`src/rtl/bip2_pkg.sv`:
```
// Shared definitions for the BIP-2 control sequencer: opcodes, FSM states,
// accumulator source selects and the per-opcode control decode.
package bip2_pkg;
    localparam int BIP2_DATA_W = 16;
    localparam int BIP2_ADDR_W = 11;
    localparam int BIP2_OPC_W  = 5;

    localparam logic [BIP2_OPC_W-1:0] OPC_HLT  = 5'd0;
    localparam logic [BIP2_OPC_W-1:0] OPC_STO  = 5'd1;
    localparam logic [BIP2_OPC_W-1:0] OPC_LD   = 5'd2;
    localparam logic [BIP2_OPC_W-1:0] OPC_LDI  = 5'd3;
    localparam logic [BIP2_OPC_W-1:0] OPC_ADD  = 5'd4;
    localparam logic [BIP2_OPC_W-1:0] OPC_ADDI = 5'd5;
    localparam logic [BIP2_OPC_W-1:0] OPC_SUB  = 5'd6;
    localparam logic [BIP2_OPC_W-1:0] OPC_SUBI = 5'd7;
    localparam logic [BIP2_OPC_W-1:0] OPC_BEQ  = 5'd8;
    localparam logic [BIP2_OPC_W-1:0] OPC_BNE  = 5'd9;
    localparam logic [BIP2_OPC_W-1:0] OPC_BGT  = 5'd10;
    localparam logic [BIP2_OPC_W-1:0] OPC_BGE  = 5'd11;
    localparam logic [BIP2_OPC_W-1:0] OPC_BLT  = 5'd12;
    localparam logic [BIP2_OPC_W-1:0] OPC_BLE  = 5'd13;
    localparam logic [BIP2_OPC_W-1:0] OPC_JMP  = 5'd14;

    typedef enum logic [1:0] {S_FETCH, S_LOAD, S_EXEC, S_HALT} state_t;

    localparam logic [1:0] ACC_ALU = 2'b00;
    localparam logic [1:0] ACC_RAM = 2'b01;
    localparam logic [1:0] ACC_IMM = 2'b10;

    typedef struct packed {
        logic       alu_op;
        logic       alu_b_sel;
        logic [1:0] acc_sel;
        logic       wr_acc;
        logic       wr_ram;
    } ctrl_t;

    function automatic logic is_arith(input logic [BIP2_OPC_W-1:0] opc);
        return (opc == OPC_ADD) || (opc == OPC_ADDI) || (opc == OPC_SUB) || (opc == OPC_SUBI);
    endfunction

    function automatic ctrl_t decode(input logic [BIP2_OPC_W-1:0] opc);
        ctrl_t c;
        c = '0;
        case (opc)
            OPC_STO:  c.wr_ram = 1'b1;
            OPC_LD:   begin c.acc_sel = ACC_RAM; c.wr_acc = 1'b1; end
            OPC_LDI:  begin c.acc_sel = ACC_IMM; c.wr_acc = 1'b1; end
            OPC_ADD:  begin c.acc_sel = ACC_ALU; c.wr_acc = 1'b1; end
            OPC_ADDI: begin c.alu_b_sel = 1'b1; c.wr_acc = 1'b1; end
            OPC_SUB:  begin c.alu_op = 1'b1; c.wr_acc = 1'b1; end
            OPC_SUBI: begin c.alu_op = 1'b1; c.alu_b_sel = 1'b1; c.wr_acc = 1'b1; end
            default:  ;
        endcase
        return c;
    endfunction
endpackage

```
`src/rtl/bip2_branch_eval.sv`:
```
// Branch condition evaluation from opcode and the Z/N status flags.
module bip2_branch_eval
    import bip2_pkg::*;
(
    input  logic [BIP2_OPC_W-1:0] i_opc,
    input  logic                  i_z,
    input  logic                  i_n,
    output logic                  o_taken
);
    always_comb begin
        o_taken = 1'b0;
        case (i_opc)
            OPC_BEQ: o_taken = i_z;
            OPC_BNE: o_taken = !i_z;
            OPC_BGT: o_taken = !i_z && !i_n;
            OPC_BGE: o_taken = !i_n;
            OPC_BLT: o_taken = i_n;
            OPC_BLE: o_taken = i_n || i_z;
            OPC_JMP: o_taken = 1'b1;
            default: o_taken = 1'b0;
        endcase
    end
endmodule

```
`src/rtl/bip2_control_sequencer.sv`:
```
// BIP-2 multi-cycle sequencer: owns PC, IR and Z/N, runs FETCH/LOAD/EXEC and
// drives datapath strobes during EXEC only.
module bip2_control_sequencer
    import bip2_pkg::*;
#(
    parameter int DATA_W = BIP2_DATA_W,
    parameter int ADDR_W = BIP2_ADDR_W,
    parameter int OPC_W  = BIP2_OPC_W
) (
    input  logic              CLOCK_i,
    input  logic              RESET_i,
    output logic [ADDR_W-1:0] imem_addr_o,
    input  logic [DATA_W-1:0] imem_data_i,
    input  logic [DATA_W-1:0] alu_res_i,
    output logic [ADDR_W-1:0] ram_addr_o,
    output logic [DATA_W-1:0] imm_o,
    output logic              alu_op_o,
    output logic              alu_b_sel_o,
    output logic [1:0]        acc_sel_o,
    output logic              wr_acc_o,
    output logic              wr_ram_o,
    output logic              halted_o
);
    state_t            r_state;
    logic [ADDR_W-1:0] r_pc;
    logic [DATA_W-1:0] r_ir;
    logic              r_z;
    logic              r_n;
    logic              r_halted;
    ctrl_t             r_ctrl;

    logic [OPC_W-1:0]  w_opc;
    logic [OPC_W-1:0]  w_ld_opc;
    logic [ADDR_W-1:0] w_operand;
    logic              w_taken;

    assign w_opc     = r_ir[DATA_W-1 -: OPC_W];
    assign w_ld_opc  = imem_data_i[DATA_W-1 -: OPC_W];
    assign w_operand = r_ir[ADDR_W-1:0];

    bip2_branch_eval u_branch (
        .i_opc   (w_opc),
        .i_z     (r_z),
        .i_n     (r_n),
        .o_taken (w_taken)
    );

    // Controls are decoded as the instruction is latched, so they are
    // register-driven for exactly the EXEC cycle and cleared on leaving it.
    always_ff @(posedge CLOCK_i) begin
        if (!RESET_i) begin
            r_state  <= S_FETCH;
            r_pc     <= '0;
            r_ir     <= '0;
            r_z      <= 1'b0;
            r_n      <= 1'b0;
            r_halted <= 1'b0;
            r_ctrl   <= '0;
        end else begin
            case (r_state)
                S_FETCH: r_state <= S_LOAD;
                S_LOAD: begin
                    r_ir    <= imem_data_i;
                    r_ctrl  <= decode(w_ld_opc);
                    r_state <= S_EXEC;
                end
                S_EXEC: begin
                    r_ctrl <= '0;
                    if (w_opc == OPC_HLT) begin
                        r_state  <= S_HALT;
                        r_halted <= 1'b1;
                    end else begin
                        r_state <= S_FETCH;
                        r_pc    <= w_taken ? w_operand : r_pc + ADDR_W'(1);
                    end
                    if (is_arith(w_opc)) begin
                        r_z <= (alu_res_i == '0);
                        r_n <= alu_res_i[DATA_W-1];
                    end
                end
                S_HALT:  r_state <= S_HALT;
                default: r_state <= S_FETCH;
            endcase
        end
    end

    assign imem_addr_o = r_pc;
    assign ram_addr_o  = w_operand;
    assign imm_o       = {{(DATA_W-ADDR_W){w_operand[ADDR_W-1]}}, w_operand};
    assign alu_op_o    = r_ctrl.alu_op;
    assign alu_b_sel_o = r_ctrl.alu_b_sel;
    assign acc_sel_o   = r_ctrl.acc_sel;
    assign wr_acc_o    = r_ctrl.wr_acc;
    assign wr_ram_o    = r_ctrl.wr_ram;
    assign halted_o    = r_halted;
endmodule

```
`config.mk`:
```
export PLATFORM = sky130hd
export DESIGN_NAME = bip2_control_sequencer
export DESIGN_NICKNAME = d
export VERILOG_FILES = /design/src/rtl/bip2_pkg.sv /design/src/rtl/bip2_branch_eval.sv /design/src/rtl/bip2_control_sequencer.sv
export SDC_FILE = /design/constraint.sdc
export NUM_CORES = 1
export LEC_CHECK = 0
export BUFFER_PORTS_ARGS = -buffer_cell sky130_fd_sc_hd__buf_2
export CORE_MARGIN = 4
export CORE_UTILIZATION = 30
export CTS_CLUSTER_DIAMETER = 30
export DETAILED_ROUTE_END_ITERATION = 10
export PLACE_DENSITY = 0.56
export SLEW_MARGIN = 20
export SYNTH_ARGS = -nofsm -noshare
export SYNTH_HDL_FRONTEND = slang
export SYNTH_SLANG_ARGS = --single-unit
```
`constraint.sdc`:
```
create_clock -name CLOCK_i -period 1.7 [get_ports CLOCK_i]
set_clock_uncertainty 0.05 [all_clocks]
set_input_delay 0.085 -clock CLOCK_i [delete_from_list [all_inputs] [get_ports CLOCK_i]]
set_output_delay 0.085 -clock CLOCK_i [all_outputs]
set_load 0.02 [all_outputs]
```
==> results_dict.tcl <==
set metrics [dict create \
    status "complete, but fails checks" \
    violations "negative setup slack" \
    dieArea_mm2 0.00812 \
    antenna_left 0 \
    rows 29 \
    final-hold-violation-count 0 \
    whs_ns 0.0101 \
    rsz0062_at_grt "true" \
    maxSlewViolCount 0 \
    antennaDiodeCount 0 \
    fin_crit_sh_pct 100 \
    drt-total-wl_um 5020 \
    leakage_nw 1.26 \
    rr_endpoint "imem_addr_o[5]" \
    grt_max_degree 23 \
    final.min_clock_period_ns 1.70 \
    die_h_um 90.1 \
    synth_area_per_cell_um2 8.57 \
    place_congestion 0.790 \
    avgRoutedWirePerCell_um 12.8 \
    coreArea_mm2 0.00646 \
    clock_path_buffers 2 \
    synth_edf_count 0 \
    min-delay-path-class "in2reg" \
    async_reset_ff_share_pct 0 \
    ir_worst_vdd_mv 0.350 \
    cp.arrival_ns 1.86 \
    antenna_found_initial 0 \
    critPathTopFamily "compound AO/OA/AOI/OAI gates" \
    pin_count 79 \
    dp_hpwl_um 3770 \
    setup_viol 1 \
    cts_root_buf "clkbuf_8" \
    area_delta_synth_final_pct 31.4 \
    cts_tree "yes" \
    vias_per_cell 4.73 \
    grt_pass1_wl_um 8500 \
    critPathMaxFanout 22 \
    numCtsBuffers 5 \
    cts_setup_buffers 0 \
    first_pass_iters 4 \
    syn_area_mm2 0.00202 \
    critPathBufInv 1 \
    r2r-start "r_ir[13]" \
    drive_gt1_share_pct 36.5 \
    portBuffers 78 \
    tightest_slew_ns 0.391 \
    worstHoldEndpoint "r_ir[14]" \
    cpPeakStageDelay_ns 0.34 \
    path_cells "o211a_1, a311oi_2, o2111ai_2, buf_12, mux2i_1, a221oi_1" \
    fillCellCount 664 \
    worst_path_max_delay_cell "dfxtp_2" \
    die_w_um 90.1 \
    drt_iter0_markers 67 \
    grt_pass1_vias 1825 \
    nets 353 \
    power_density_mw_per_mm2 929 \
    worst_ep_required_time_ns 1.85 \
    path_class "reg2reg" \
    drv_cap 0 \
    start_util_pct 31.3 \
    start_kind "flip-flop" \
    synth_nets 275 \
    reg2reg_depth 6 \
    min_from "imem_data_i[14]" \
    grt_overflow_total 0 \
    yosysSeqAreaShare_pct 37.6 \
    holdPathStages 3 \
    clkTransAtPathRegs_ns 0.07 \
    synth_flop_cell "dfxtp_1" \
    drc_errors 0 \
    design_area_mm2 0.00266 \
    max_freq_ghz 0.588 \
    grtUsageTotal_pct 12.8 \
    cts_sinks 38 \
    end_kind "flip-flop" \
    syn_inst 236 \
    timing.slew.headroom_pct 73.6 \
    p_total_w 0.00247 \
    synth_seq_cells 38 \
    regToRegSetupSlack_ns -0.002 \
    timing.final.ws_setup_ns -0.00173 \
    yosysWarnings 0 \
    synth_cell_types 42 \
    vias 1856 \
    instances_no_fill 392 \
    cts_max_level 2 \
    dp.cells 372 \
    place_area_mm2 0.00242 \
    clk_latency_ns 0.30 \
]
## report_power, final
part,total (W),internal (W),leakage (nW),switching [W]
Clock,0.000647,0.000327,0.0482,0.000320
Combinational,0.000778,0.000342,0.901,0.000436
Sequential,0.00104,0.000973,0.310,0.0000713
## sequential cells by signal, indices dropped and copies added, names as in the netlist
signal       flops
acc_sel_o        2
alu_b_sel_o      1
alu_op_o         1
halted_o         1
imem_addr_o     11
r_ir            16
r_n              1
r_state          2
r_z              1
wr_acc_o         1
wr_ram_o         1
## worst min-delay path, stage by stage
cell     delay, ns
buf_2         0.10
mux2i_1       0.06
nor2_1        0.07
## cell type report
type	instances	area [um^2]	share of cell area, %
Tap cell	77	96.3	3.63
Multi-Input combinational cell	153	1010	38.2
Clock buffer	7	86.3	3.25
Clock inverter	1	5.00	0.188
Sequential cell	38	763	28.7
Inverter	7	26.3	0.989
Timing Repair Buffer	109	666	25.0
## routing by layer
layer	wire length, um	vias to the layer above	part of all wire, %	GRT usage (%)
li1	-	959	-	-
met1	2200	849	44	14.8
met2	2420	40	48	21.0
met3	304	8	6.1	4.26
met4	96	0	1.9	6.12
met5	0	-	0	0
## cell families after synthesis
group / synth area share [%]
and+or+nand+nor: 18.9
DFF: 37.6
muxes: 12.4
xor gates and xnor gates: 0.433
adders and majority gates: 3.09
AOI/OAI and AO/OA: 13.7
buffers and inverters: 13.9
## cell usage after synthesis, types with 2 or more instances
master	number	area, um^2
a221oi_1	3	26.3
or2_0	2	12.5
o21ai_0	8	40.0
nor4_1	6	37.5
clkbuf_1	7	26.3
buf_2	2	10.0
buf_4	27	203
nor3_1	2	10.0
nand3_1	7	35.0
or3_1	2	12.5
a2bb2oi_1	2	17.5
o22ai_1	2	12.5
nand2_1	16	60.1
mux2i_1	25	250
a21oi_1	11	55.1
nor2_1	35	131
ha_1	5	62.6
dfxtp_1	38	761
a32oi_1	2	17.5
and3_1	2	12.5
a31oi_1	4	25.0
inv_1	7	26.3
and4_1	2	17.5
## how the worst max path moves through the flow
| stage | startpoint | end | slack (ns) | cells past startpoint |
|---|---|---|---|---|
| final | r_ir[13] | imem_addr_o[5] | -0.002 | 6 |
| after global routing | r_ir[13] | imem_addr_o[5] | -0.13 | 6 |
| after CTS | r_ir[13] | imem_addr_o[5] | -0.04 | 6 |
| after detailed placement | r_ir[13] | imem_addr_o[5] | -0.08 | 6 |
| after global placement | r_n | imem_addr_o[9] | -0.006 | 6 |
| after floorplan | r_state[1] | wr_ram_o | -0.03 | 7 |
## per-stage QoR
stage	setup TNS (ns)	setup slack (ns)	util, %
2_1_floorplan	-0.0305	-0.0305	-
3_3_place_gp	-0.00756	-0.00604	37.4
3_5_place_dp	-0.258	-0.0755	37.4
4_1_cts	-0.0849	-0.0359	40.8
5_1_grt	-0.622	-0.128	41.1
6_report	-0.00173	-0.00173	41.1
## cells in the final DEF, fill, tap and decap left out, drive strengths merged, types with 3 or more instances in the layout
cell,count
or2,3
a21oi,11
nand2,16
dfxtp,38
nor4,6
ha,5
buf,97
o21ai,8
mux2i,25
a31oi,4
inv,7
clkbuf,7
nand3,7
a221oi,3
dlygate4sd3,12
nor2,35
## repair_timing
item / CTS / global route
hold endpoints to repair: 12 / 0
resized for setup: 3 / 4
hold buffers: 12 / 0
endpoints found under the setup margin: 6 / 11
pin swaps: 0 / 4
Power figures use the tool's default switching activity.
